**config.mk**
```make
export PLATFORM = sky130hd
export DESIGN_NAME = pc_unit
export DESIGN_NICKNAME = d
export VERILOG_FILES = /design/src/rtl/pc_unit.sv
export SDC_FILE = /design/constraint.sdc
export NUM_CORES = 1
export LEC_CHECK = 0
export BUFFER_PORTS_ARGS = -buffer_cell sky130_fd_sc_hd__buf_2
export CAP_MARGIN = 15
export CORE_MARGIN = 2
export CORE_UTILIZATION = 49
export CTS_CLUSTER_DIAMETER = 150
export DETAILED_ROUTE_END_ITERATION = 8
export MAX_ROUTING_LAYER = met4
export PLACE_DENSITY = 0.72
export SYNTH_ARGS = -nofsm -noshare
export SYNTH_HDL_FRONTEND = slang
export SYNTH_SLANG_ARGS = --single-unit
export TNS_END_PERCENT = 10
```
**constraint.sdc**
```tcl
create_clock -name clk -period 3.6 [get_ports clk]
set_clock_uncertainty 0.05 [all_clocks]
set_input_delay 0.18 -clock clk [delete_from_list [all_inputs] [get_ports clk]]
set_output_delay 0.18 -clock clk [all_outputs]
set_load 0.02 [all_outputs]
```
**src/rtl/pc_unit.sv**
```systemverilog
// pc_unit: registered program counter with next-PC selection, a circular
// return-address stack (RAS) for call/return, and sticky error flags.
//
// Interface timing: there is no valid/ready handshake on this block. pc_en is
// a plain commit qualifier from the multicycle controller: when it is high on
// a rising edge, PC, RAS and flag events take effect; when low, all state
// holds (except clr_err, which acts on every edge). next_pc is purely
// combinational from the current inputs and registered state.
module pc_unit #(
   parameter int unsigned      WIDTH     = 8,
   parameter int unsigned      OFF_W     = 4,
   parameter int unsigned      RAS_DEPTH = 4,
   parameter logic [WIDTH-1:0] RESET_PC  = '0
) (
   input  logic             clk,
   input  logic             rst,
   input  logic             pc_en,
   input  logic [2:0]       mode,
   input  logic             branch,
   input  logic [WIDTH-1:0] ins,
   input  logic [WIDTH-1:0] rm,
   input  logic [WIDTH-1:0] rd,
   input  logic             clr_err,
   output logic [WIDTH-1:0] pc,
   output logic [WIDTH-1:0] next_pc,
   output logic [WIDTH-1:0] ras_top,
   output logic             ras_empty,
   output logic             ras_full,
   output logic             ras_ovf,
   output logic             ras_unf
);

   // Pointer addresses RAS_DEPTH slots; count spans 0..RAS_DEPTH inclusive.
   localparam int unsigned PTR_W = (RAS_DEPTH > 1) ? $clog2(RAS_DEPTH) : 1;
   localparam int unsigned CNT_W = $clog2(RAS_DEPTH + 1);

   localparam logic [PTR_W-1:0] PTR_LAST = PTR_W'(RAS_DEPTH - 1);
   localparam logic [PTR_W-1:0] PTR_ONE  = PTR_W'(1);
   localparam logic [CNT_W-1:0] CNT_FULL = CNT_W'(RAS_DEPTH);
   localparam logic [CNT_W-1:0] CNT_ONE  = CNT_W'(1);
   localparam logic [WIDTH-1:0] PC_ONE   = WIDTH'(1);

   localparam logic [2:0] MODE_SEQ    = 3'b000;
   localparam logic [2:0] MODE_BRANCH = 3'b001;
   localparam logic [2:0] MODE_JMP    = 3'b010;
   localparam logic [2:0] MODE_JAL_RM = 3'b011;
   localparam logic [2:0] MODE_JAL_RD = 3'b100;
   localparam logic [2:0] MODE_CALL   = 3'b101;
   localparam logic [2:0] MODE_RET    = 3'b110;
   localparam logic [2:0] MODE_ILL    = 3'b111;

   // Registered state.
   logic [WIDTH-1:0] pc_q, pc_d;
   logic [CNT_W-1:0] cnt_q, cnt_d;
   logic [PTR_W-1:0] ptr_q, ptr_d;          // next slot to write
   logic [WIDTH-1:0] mem_q [RAS_DEPTH];
   logic [WIDTH-1:0] mem_d [RAS_DEPTH];
   logic             ovf_q, ovf_d;
   logic             unf_q, unf_d;

   // Decoded helpers.
   logic [WIDTH-1:0] pc_inc;
   logic [WIDTH-1:0] off_sext;
   logic [WIDTH-1:0] rel_target;
   logic [PTR_W-1:0] top_idx;
   logic [PTR_W-1:0] ptr_inc;
   logic             is_empty;
   logic             is_full;
   logic             push_req;
   logic             pop_req;
   logic             ill_req;

   // Arithmetic helpers and RAS occupancy/index decode.
   always_comb begin
      pc_inc     = pc_q + PC_ONE;
      off_sext   = {{(WIDTH-OFF_W){ins[OFF_W-1]}}, ins[OFF_W-1:0]};
      rel_target = pc_q + off_sext;
      is_empty   = (cnt_q == '0);
      is_full    = (cnt_q == CNT_FULL);
      // Top of stack sits one slot behind the write pointer, wrapping.
      top_idx    = (ptr_q == '0) ? PTR_LAST : (ptr_q - PTR_ONE);
      ptr_inc    = (ptr_q == PTR_LAST) ? '0 : (ptr_q + PTR_ONE);
   end

   // Mode decode into stack operations; modes are mutually exclusive.
   always_comb begin
      push_req = 1'b0;
      pop_req  = 1'b0;
      ill_req  = 1'b0;
      case (mode)
         MODE_JAL_RM,
         MODE_JAL_RD,
         MODE_CALL:   push_req = 1'b1;
         MODE_RET:    pop_req  = 1'b1;
         MODE_ILL:    ill_req  = 1'b1;
         default:     ;
      endcase
   end

   // Next-PC select; each mode reads only the inputs it owns so X on unused
   // operands cannot leak into the target.
   always_comb begin
      next_pc = pc_inc;
      case (mode)
         MODE_SEQ:    next_pc = pc_inc;
         MODE_BRANCH: next_pc = branch ? rel_target : pc_inc;
         MODE_JMP:    next_pc = ins;
         MODE_JAL_RM: next_pc = rm;
         MODE_JAL_RD: next_pc = rd;
         MODE_CALL:   next_pc = rel_target;
         MODE_RET:    next_pc = is_empty ? RESET_PC : mem_q[top_idx];
         MODE_ILL:    next_pc = pc_inc;
         default:     next_pc = pc_inc;
      endcase
   end

   // Next-state for PC, RAS and sticky flags; error sets override clr_err.
   always_comb begin
      pc_d  = pc_q;
      cnt_d = cnt_q;
      ptr_d = ptr_q;
      mem_d = mem_q;
      ovf_d = ovf_q & ~clr_err;
      unf_d = unf_q & ~clr_err;

      if (pc_en) begin
         pc_d = next_pc;

         if (push_req) begin
            // When full the write slot is the oldest entry, so writing there
            // and advancing the pointer discards it.
            mem_d[ptr_q] = pc_inc;
            ptr_d        = ptr_inc;
            if (is_full) begin
               ovf_d = 1'b1;
            end else begin
               cnt_d = cnt_q + CNT_ONE;
            end
         end

         if (pop_req) begin
            if (is_empty) begin
               unf_d = 1'b1;
            end else begin
               ptr_d = top_idx;
               cnt_d = cnt_q - CNT_ONE;
            end
         end

         if (ill_req) begin
            ovf_d = 1'b1;
            unf_d = 1'b1;
         end
      end
   end

   // State registers with synchronous reset that discards the whole stack.
   always_ff @(posedge clk) begin
      if (rst) begin
         pc_q  <= RESET_PC;
         cnt_q <= '0;
         ptr_q <= '0;
         ovf_q <= 1'b0;
         unf_q <= 1'b0;
         for (int i = 0; i < int'(RAS_DEPTH); i++) begin
            mem_q[i] <= RESET_PC;
         end
      end else begin
         pc_q  <= pc_d;
         cnt_q <= cnt_d;
         ptr_q <= ptr_d;
         ovf_q <= ovf_d;
         unf_q <= unf_d;
         mem_q <= mem_d;
      end
   end

   // Output drive from registered state.
   always_comb begin
      pc        = pc_q;
      ras_top   = is_empty ? RESET_PC : mem_q[top_idx];
      ras_empty = is_empty;
      ras_full  = is_full;
      ras_ovf   = ovf_q;
      ras_unf   = unf_q;
   end

   // Structural invariants of the circular buffer.
   a_cnt_range : assert property (@(posedge clk) disable iff (rst)
      cnt_q <= CNT_FULL);
   a_ptr_range : assert property (@(posedge clk) disable iff (rst)
      ptr_q <= PTR_LAST);

endmodule

```
==> flow_summary.ini <==
[floorplanning]
floorplan_core_area_um2 = 6459
start_util_pct = 51.38
io_pins = 60
die_width_um = 86.29
fp-row-count = 29
die_y_um = 86.29
dieArea_um2 = 7446

[setup_path]
critical_path.max_fanout = 6
cp_cell_sequence = inv_1 -> ha_1 -> nor2b_1 -> mux4_2 -> a222oi_1 -> o21ai_0 -> nand3b_1 -> buf_2
worstSetupEndpointType = primary output
crit_type = reg -> out
required_time_worst_endpoint_ns = 3.37
critPathMaxStageDelay_ns = 0.59
critical-path-slowest-cell = sky130_fd_sc_hd__mux4_2
arrival_ns = 2.84
timing.critical_path.from_type = flip-flop

[grt]
global_route_wire_length_before_repair_mm = 14.72
global_route.usage.total_pct = 25.44
gr-total-overflow = 0
grt_max_degree = 49
grt_antenna_before_repair = 0
grt_pass1_vias = 3010

[detailed_routing]
drt_pass1_iterations = 5
wirelength_mm = 8.842
detail-route-antenna-nets = 0
drt_iter0_markers = 221
drt_drc_violations_left = 0
detailroute.via_count = 3061
vias_per_cell = 6.110
detail_route.wl_per_cell_um = 17.65

[timing]
finalSetupViolations = 0
finalHoldViolations = 0
measured_slew_at_the_worst_slew_check_pin_ns = 0.8887
layout_worst_path_cycle_share_pct = 85.23
maximum_clock_rate_mhz = 325.9
final_period_minus_worst_setup_slack_ns = 3.068
slew-limit-headroom_pct = 40.75
rsz_0062_raised_after_global_routing = false
tns_ns = 0
slew_violations = 0

[finish]
final_net_count = 471
area_growth_syn_to_layout_pct = 9.842
area_taken_by_multi_input_logic_gates_um2 = 2133
post_route_cells_drive_above_1_share_pct = 20.28
seq_area_um2 = 940.9
most_common_cell_after_layout_fill_and_taps_aside = sky130_fd_sc_hd__buf_2
n_antenna_cell = 0
n_fill_cell = 601
final_cells = 501
layout_common_cells = 59 x sky130_fd_sc_hd__buf_2, 52 x sky130_fd_sc_hd__nor2_1, 47 x sky130_fd_sc_hd__dfxtp_1

[clock_network]
post_cts_resized = 0
cts_tree = built
cts-buffers-inserted = 5
cts_buffer_depth = 2
clock_tree.htree_level_count = 2
worst_skew_pair.late_latency_ns = 0.30
worst_setup_hold_path_clk_slew_ns = 0.09
buffer_type_at_the_clock_tree_root = sky130_fd_sc_hd__clkbuf_8
cts_post_setup_buffers_inserted = 0
ctsHoldBuffers = 0
tritoncts_num_sinks = 47

[min_path]
hp-class = in -> reg

[synthesis]
async_flop_share_pct = 0
synthesis.area_per_instance_um2 = 8.619
ys_ff_latch = 47
ys_warn_count = 0
yosysSeqAreaShare_pct = 28.36
number_of_synthesized_flops_with_an_enable_pin = 0
post_synth_instance_area_um2 = 3318
synth_ff_type = sky130_fd_sc_hd__dfxtp_1
ys_types = 60
syn_nets = 433
postSynthCellCount = 385

[run]
cap_violations = 0

[placed_design]
placed_cells = 493
gpl_congestion = 0.8774
number_of_buffers_added_on_ports = 59
place.detailed.hpwl_mm = 6.419

[status]
status = complete, no violations

[power_and_ir_drop]
worst_ir_drop_vdd_mv = 0.2796
power.density_nw_per_um2 = 362.1
leakage_nw = 1.457
-- power breakdown --
part / switching, mW / leakage [nW] / total (mW) / internal, mW
sequential: 0.0268 / 0.382 / 0.569 / 0.542
combinational: 0.215 / 1.02 / 0.352 / 0.137
clock: 0.189 / 0.0548 / 0.399 / 0.209
-- worst paths after layout --
path | start | endpoint | slack, ns | cells past startpoint
setup reg to reg | ptr_q[0] | pc[7] | 1.04 | 7
hold / removal | clr_err | ras_unf | 0.11 | 3
setup / recovery | ptr_q[0] | next_pc[7] | 0.53 | 8
hold reg to reg | ras_unf | ras_unf | 0.44 | 2
-- flip-flops by register name, summed over array words and instances, names as in the netlist --
name and count:
ras_ovf 1, pc 8, cnt_q 3, ras_unf 1, ptr_q 2, mem_q 32
-- area by class of cell --
type                       instances  area share [%]
timing repair buffer              62           8.720
multi-input combinational        296           58.53
tap                               77           2.643
sequential                        47           25.82
inverter                          11           1.133
clock buffer                       5           1.888
clock inverter                     3           1.270
-- synthesized netlist by cell type (all sizes together), types with 6 or more instances --
cell	instances	area, um^2
mux4	8	180.2
and2	11	68.82
dfxtp	47	940.9
nor2	52	195.2
a211oi	26	195.2
inv	11	41.29
o21ai	13	65.06
nor3	6	35.03
xnor2	6	52.55
nand3	9	45.04
a22o	6	52.55
a21oi	14	70.07
mux2i	12	120.1
ha	15	187.7
clkbuf	14	52.55
buf	17	150.2
nand2	22	82.58
-- critical path: cells and delay by family (launching register included) --
| kind | cells | cell delay (ns) |
|---|---|---|
| AO/OA/AOI/OAI | 2 | 0.44 |
| adder cells (fa/ha/maj) | 1 | 0.23 |
| buffers and inverters | 2 | 0.25 |
| flip-flops | 1 | 0.41 |
| multiplexers | 1 | 0.59 |
| AND/OR/NAND/NOR | 2 | 0.62 |
-- per-stage QoR --
stage	hold WS (ns)	utilization, %	cell area, um^2	power [mW]	setup WS, ns
6_report	0.1051	56.43	3645	1.320	0.5317
5_1_grt	0.1350	56.43	3645	1.385	0.2993
4_1_cts	0.1053	56.43	3645	1.326	0.5030
3_5_place_dp	0.4234	54.65	3530	0.9281	0.8358
3_3_place_gp	0.4058	54.65	3530	0.9220	0.8924
2_1_floorplan	0.3074	-	3318	0.8330	1.237
-- metal layers --
layer | wire length (um) | global-route usage, % | vias to the layer above
li1 | - | - | 1508
met1 | 4071 | 34.47 | 1429
met2 | 4084 | 41.01 | 115
met3 | 616 | 3.810 | 9
met4 | 69 | 4.830 | 0
met5 | 0 | - | -
-- logic make-up (layout without fill, tap and decap cells) --
logic type | count (synthesis) | in the layout | synth area share (%)
AO/OA/AOI/OAI | 112 | 112 | 24.77
XOR/XNOR | 10 | 10 | 2.639
adder cells (fa/ha/maj) | 16 | 16 | 6.259
buffers and inverters | 42 | 81 | 7.353
flip-flops | 47 | 47 | 28.36
multiplexers | 21 | 21 | 9.389
AND/OR/NAND/NOR | 137 | 137 | 21.23
Note: power is estimated with default switching activity, not from simulation.
